<file path="src/rtl/systolic_skew_feeder.sv">
// Upstream feeder for the NxN int8 systolic multiply array.
// Accepts one k-slice per beat (column k of A, row k of B), skews lane i by
// i cycles onto the array's west/north edges, and emits per-anti-diagonal
// push (start accumulation) and done (result ready) pulses.
module systolic_skew_feeder #(
  parameter int N  = 4,
  parameter int KW = 16
) (
  input  logic            clk,
  input  logic            reset,
  input  logic            in_valid,
  output logic            in_ready,
  input  logic [N*8-1:0]  in_a,
  input  logic [N*8-1:0]  in_b,
  input  logic [KW-1:0]   k_len,
  output logic [N*8-1:0]  a_edge,
  output logic [N*8-1:0]  b_edge,
  output logic [2*N-2:0]  push_diag,
  output logic [2*N-2:0]  done_diag,
  output logic [KW-1:0]   tile_cnt,
  output logic            busy
);

  localparam int D = 2*N - 1;

  typedef enum logic {IDLE, RUN} state_t;

  state_t        state;
  logic [KW-1:0] kc;
  logic [KW-1:0] klat;
  logic [KW-1:0] k_eff;
  logic [KW-1:0] kc_next;
  logic          accept;
  logic          first_tag;
  logic          last_tag;
  logic          last_q;
  logic [D-1:0]  push_pipe;
  logic [D-1:0]  done_pipe;
  logic          tags_pending;

  // No internal backpressure: ready in every cycle outside reset.
  assign in_ready = ~reset;
  assign accept   = in_valid & in_ready;

  // Tag decode for the beat being accepted this cycle.
  // NOTE: every signal assigned in always_comb gets a default first, so no
  // path leaves it unassigned and no latch is inferred.
  always_comb begin
    k_eff     = (k_len == '0) ? KW'(1) : k_len;
    kc_next   = kc + KW'(1);
    first_tag = accept && (state == IDLE);
    last_tag  = 1'b0;
    if (accept) begin
      if (state == IDLE) last_tag = (k_eff == KW'(1));
      else               last_tag = (kc_next == klat);
    end
  end

  // Tile framing FSM: counts beats of the current tile against the latched depth.
  // NOTE: sequential state uses non-blocking assignments only, so every
  // register samples pre-edge values regardless of statement order.
  always_ff @(posedge clk) begin
    if (reset) begin
      state <= IDLE;
      kc    <= '0;
      klat  <= '0;
    end else if (accept) begin
      case (state)
        IDLE: begin
          klat  <= k_eff;
          kc    <= KW'(1);
          state <= last_tag ? IDLE : RUN;
        end
        RUN: begin
          if (last_tag) begin
            state <= IDLE;
            kc    <= '0;
          end else begin
            kc <= kc_next;
          end
        end
        default: state <= IDLE;
      endcase
    end
  end

  // Skew datapath: lane i carries i+1 register stages.
  for (genvar i = 0; i < N; i++) begin : g_lane
    logic [7:0] a_sr [0:i];
    logic [7:0] b_sr [0:i];

    // Shift lane i every cycle; cycles without an accept inject zero bubbles.
    // NOTE: these delay stages are reset even though they only carry data,
    // because stale values would leak into the array's accumulations.
    always_ff @(posedge clk) begin
      if (reset) begin
        for (int s = 0; s <= i; s++) begin
          a_sr[s] <= '0;
          b_sr[s] <= '0;
        end
      end else begin
        a_sr[0] <= accept ? in_a[8*i +: 8] : 8'h00;
        b_sr[0] <= accept ? in_b[8*i +: 8] : 8'h00;
        for (int s = 1; s <= i; s++) begin
          a_sr[s] <= a_sr[s-1];
          b_sr[s] <= b_sr[s-1];
        end
      end
    end

    assign a_edge[8*i +: 8] = a_sr[i];
    assign b_edge[8*i +: 8] = b_sr[i];
  end

  // First/last tag pipelines; done lags push by one extra stage so the last
  // product has been accumulated before the diagonal is flagged.
  always_ff @(posedge clk) begin
    if (reset) begin
      push_pipe <= '0;
      done_pipe <= '0;
      last_q    <= 1'b0;
    end else begin
      push_pipe <= {push_pipe[D-2:0], first_tag};
      last_q    <= last_tag;
      done_pipe <= {done_pipe[D-2:0], last_q};
    end
  end

  assign push_diag    = push_pipe;
  assign done_diag    = done_pipe;
  assign tags_pending = (|push_pipe) | last_q | (|done_pipe[D-2:0]);

  // Tile completion count and in-flight flag.
  always_ff @(posedge clk) begin
    if (reset) begin
      tile_cnt <= '0;
      busy     <= 1'b0;
    end else begin
      if (done_pipe[D-1]) tile_cnt <= tile_cnt + KW'(1);
      if (first_tag) begin
        busy <= 1'b1;
      end else if (done_pipe[D-1] && (state == IDLE) && !tags_pending) begin
        busy <= 1'b0;
      end
    end
  end

endmodule

</file>
<file path="config.mk">
export PLATFORM = sky130hd
export DESIGN_NAME = systolic_skew_feeder
export DESIGN_NICKNAME = d
export VERILOG_FILES = /design/src/rtl/systolic_skew_feeder.sv
export SDC_FILE = /design/constraint.sdc
export NUM_CORES = 1
export LEC_CHECK = 0
export CAP_MARGIN = 30
export CORE_MARGIN = 3
export CORE_UTILIZATION = 50
export DETAILED_ROUTE_END_ITERATION = 8
export GPL_TIMING_DRIVEN = 0
export HOLD_SLACK_MARGIN = 0.03
export PLACE_DENSITY = 0.79
export SLEW_MARGIN = 20
export SYNTH_ARGS = -nofsm -noshare
export SYNTH_HDL_FRONTEND = slang
export SYNTH_SLANG_ARGS = --single-unit
export TNS_END_PERCENT = 5
</file>
<file path="constraint.sdc">
create_clock -name clk -period 6.3 [get_ports clk]
set_clock_uncertainty 0.2 [all_clocks]
set_input_delay 1.26 -clock clk [delete_from_list [all_inputs] [get_ports clk]]
set_output_delay 1.26 -clock clk [all_outputs]
set_load 0.005 [all_outputs]
</file>
==> results.sh <==
export IMPL_htree_num_levels=1
export IMPL_run_status="finished, final reports clean"
export IMPL_finalMaxSlewViolations=0
export IMPL_cp_data_required_time_ns=4.84
export IMPL_fmax_mhz=195.7
export IMPL_global_route_wire_length_before_repair_mm=26.68
export IMPL_first_global_vias=5368
export IMPL_grt_start_max_net_pins=15
export IMPL_vdd_ir_drop_max_uv=188.0
export IMPL_dr_first_iter_drc_count=217
export IMPL_r2r_worst_path_cells=9
export IMPL_finalNetCount=1040
export IMPL_syn_area_per_cell_sq_um=10.34
export IMPL_type_of_element_capturing_the_critical_path="primary output"
export IMPL_crit_path_max_incr_delay_ns=0.54
export IMPL_slew_headroom_pct=48.67
export IMPL_die_width_microns=130.7
export IMPL_timing_setup_critical_path_class="input pin to primary output"
export IMPL_synthDistinctLibCells=53
export IMPL_global_route_overflow_total=0
export IMPL_drt_first_pass_iters=4
export IMPL_cts_hold_buffers_added=0
export IMPL_total_leakage_power_uw=0.004427
export IMPL_setup_viols_final=0
export IMPL_path_max_fanout=10
export IMPL_vias=5631
export IMPL_p_clk_share_pct=46.4
export IMPL_hpwl_mm=12.40
export IMPL_totalNegativeSetupSlack_ns=0
export IMPL_placementRows=44
export IMPL_critical_r2r_capture="kc[8]"
export IMPL_total_switching_power_uw=629.8
export IMPL_die_height_microns=130.7
export IMPL_netlist_instances=752
export IMPL_worstSkewPairLatency_ns=0.51
export IMPL_hold_slack_ns=0.2295
export IMPL_fraction_of_power_consumed_by_sequential_logic_pct=47.6
export IMPL_grtUsageTotal_pct=19.86
export IMPL_syn2layout_area_growth_pct=36.45
export IMPL_synth_async_reset_ratio_pct=0
export IMPL_clock_tree_root="clkbuf_16"
export IMPL_number_of_buffer_and_inverter_stages_on_the_critical_path=5
export IMPL_min_delay_worst_endpoint="g_lane[3].b_sr[1][7]"
export IMPL_routed_len_inst_microns=14.85
export IMPL_path_clk_slew_ns=0.06
export IMPL_fillers=1101
export IMPL_min_delay_start="g_lane[3].b_sr[0][7]"
export IMPL_finalHoldViolCount=0
export IMPL_rr_startpoint="kc[0]"
export IMPL_mappedNetlistArea_sq_um=7772
export IMPL_netSwitchingFraction_pct=20.36
export IMPL_internal_power_uw=2464
export IMPL_synth_seq_area_share_pct=57.95
export IMPL_min_path_type="flip-flop to flip-flop"
export IMPL_post_cts_resized_instances=0
export IMPL_drv_cap=0
export IMPL_initial_core_util_pct=52.29
export IMPL_port_buffer_count=178
export IMPL_drt_total_wl_mm=17.13
export IMPL_numClockSinks=225
export IMPL_worst_hold_path_num_cells=1
export IMPL_unrepaired_setup_endpoints_after_global_routing="no"
export IMPL_synth_yosys_warnings=0
export IMPL_gp_routability_congestion=0.8841
export IMPL_cts_post_setup_buffers_inserted=0
export IMPL_synth_edff_count=0
export IMPL_cpLargestDelayFamily="buffers and inverters"
export IMPL_dominantRegCellSynth="dfxtp_1"
export IMPL_routed_via_density=4.880
export IMPL_antenna_cells_inserted=0
export IMPL_fp_dieArea_sq_um=17080
export IMPL_worst_slew_pin_slew_ns=0.7671
export IMPL_critical_path_slowest_cell="clkdlybuf4s50_1"
export IMPL_antenna_violating_nets_post_route=0
export IMPL_period_minus_slack_ns=5.111
export IMPL_p_per_area_nw_per_um2=291.7
export IMPL_cts_made_buffers=23
export IMPL_final_layout_size_suffix_gt1_share_pct=10.10
export IMPL_boundaryPins=179
export IMPL_path_cells="clkdlybuf4s50_1 -> clkbuf_1 -> clkinv_1 -> clkbuf_1 -> clkdlybuf4s50_1"
export IMPL_mappedNetlistNets=837
export IMPL_tritoncts="built"
export IMPL_cts_max_path_buffers=3
export IMPL_postSynthRegisterBits=225
export IMPL_r2r_setup_slack_ns=3.29
export IMPL_comb_power_share_pct=6.0
export IMPL_initial_antenna_violation_count=0
export IMPL_drt_drc_violations_left=0
export IMPL_timing_critical_path_from_type="input pin"
export IMPL_worstPathArrival_ns=3.65
export IMPL_period_share_pct=81.13
export IMPL_core_area_sq_um=14860
kinds of logic after synthesis:
| family | count (synthesis) | synth area share, % |
|---|---|---|
| adder cells (fa/ha/maj) | 2 | 0.3219 |
| AND/OR/NAND/NOR | 332 | 24.47 |
| buffers and inverters | 94 | 6.681 |
| XOR/XNOR | 42 | 4.974 |
| flip-flops | 225 | 57.95 |
| AO/OA/AOI/OAI | 54 | 5.216 |
| multiplexers | 3 | 0.3864 |
through the flow:
| stage | setup WS [ns] | cell area [sq um] | instances | utilization, % | power, uW |
|---|---|---|---|---|---|
| 2_1_floorplan | 2.891 | 7772 | 752 | - | 1586 |
| 3_3_place_gp | 1.151 | 9784 | 1114 | 65.82 | 1686 |
| 3_5_place_dp | 1.184 | 9784 | 1114 | 65.82 | 1689 |
| 4_1_cts | 1.164 | 10610 | 1154 | 71.35 | 3120 |
| 5_1_grt | 1.106 | 10610 | 1154 | 71.35 | 3203 |
| 6_report | 1.189 | 10610 | 1154 | 71.35 | 3093 |
worst max-delay path by stage:
stage | from | end | slack, ns | cells after the start
after floorplan | reset | in_ready | 2.89 | 3
after detailed placement | reset | in_ready | 1.18 | 5
after CTS | reset | in_ready | 1.16 | 5
final | reset | in_ready | 1.19 | 5
after global placement | reset | in_ready | 1.15 | 5
after global routing | reset | in_ready | 1.11 | 5
worst register-to-register path, cell delays in order, from the launching register on:
cell and delay (ns):
dfxtp_1 0.33, clkbuf_2 0.18, nand4_2 0.23, or4_1 0.47, buf_2 0.19, xnor2_4 0.17, nor4b_1 0.43, nand4_2 0.29
a21oi_2 0.31, nor3_1 0.08
area by class of cell:
type / count / area (sq um) / share of cell area, %
sequential: 225 / 4504 / 42.47
multi-input combinational: 433 / 2749 / 25.92
timing repair buffer: 178 / 1782 / 16.80
clock buffer: 30 / 651.9 / 6.147
buffer: 86 / 489.2 / 4.613
tap: 184 / 230.2 / 2.171
clock inverter: 10 / 168.9 / 1.593
inverter: 8 / 30.03 / 0.2832
cell usage after synthesis, types with 10 or more instances:
| cell | count | area (sq um) |
|---|---|---|
| and3_1 | 72 | 450.4 |
| dfxtp_1 | 225 | 4504 |
| clkbuf_1 | 36 | 135.1 |
| nand2_1 | 48 | 180.2 |
| xor2_1 | 25 | 219.0 |
| nand3_1 | 15 | 75.07 |
| o21ai_0 | 13 | 65.06 |
| nor4_1 | 10 | 62.56 |
| xnor2_1 | 16 | 140.1 |
| nor2_1 | 35 | 131.4 |
| buf_4 | 42 | 315.3 |
| nor3_1 | 11 | 55.05 |
| nor2b_1 | 109 | 681.9 |
state kept, by name, indices dropped and copies added, names as in the netlist:
register and flops:
busy 1, done_diag 7, g_lane.a_sr 80, g_lane.b_sr 80
kc 16, klat 16, last_q 1, push_diag 7
state 1, tile_cnt 16
layer usage:
metal  up-vias  part of all wire, %  track usage [%]  routed length (microns)
met3        34                  5.8            4.146                      988
li1       2875                    -                -                        -
met4         0                  2.6            6.413                      446
met2       157                   49            35.12                     8351
met1      2565                   43            24.19                     7347
met5         -                    0                0                        0
placed cells by master (no fill, tap or decap), types with 3 or more instances in the layout:
| cell type | count |
|---|---|
| a21oi_1 | 8 |
| a22oi_1 | 6 |
| a31oi_1 | 3 |
| and3_1 | 72 |
| and4_1 | 5 |
| buf_2 | 6 |
| buf_4 | 42 |
| bufinv_16 | 4 |
| clkbuf_1 | 38 |
| clkbuf_16 | 23 |
| clkbuf_8 | 5 |
| clkdlybuf4s50_1 | 178 |
| clkinv_2 | 4 |
| dfxtp_1 | 225 |
| inv_1 | 7 |
| mux2i_1 | 3 |
| nand2_1 | 48 |
| nand3_1 | 15 |
| nand4_1 | 8 |
| nand4_2 | 3 |
| nor2_1 | 35 |
| nor2b_1 | 109 |
| nor3_1 | 11 |
| nor4_1 | 10 |
| nor4b_1 | 3 |
| o21a_1 | 4 |
| o21ai_0 | 13 |
| xnor2_1 | 16 |
| xor2_1 | 25 |
power groups by stage:
| stage | registers [uW] | clock network [uW] | logic, uW |
|---|---|---|---|
| 2_1_floorplan | 1500 | 0 | 85.4 |
| 3_3_place_gp | 1500 | 0 | 184 |
| 3_5_place_dp | 1500 | 0 | 186 |
| 4_1_cts | 1470 | 1460 | 188 |
| 5_1_grt | 1480 | 1520 | 204 |
| 6_report | 1470 | 1430 | 187 |
Power figures use the tool's default switching activity.
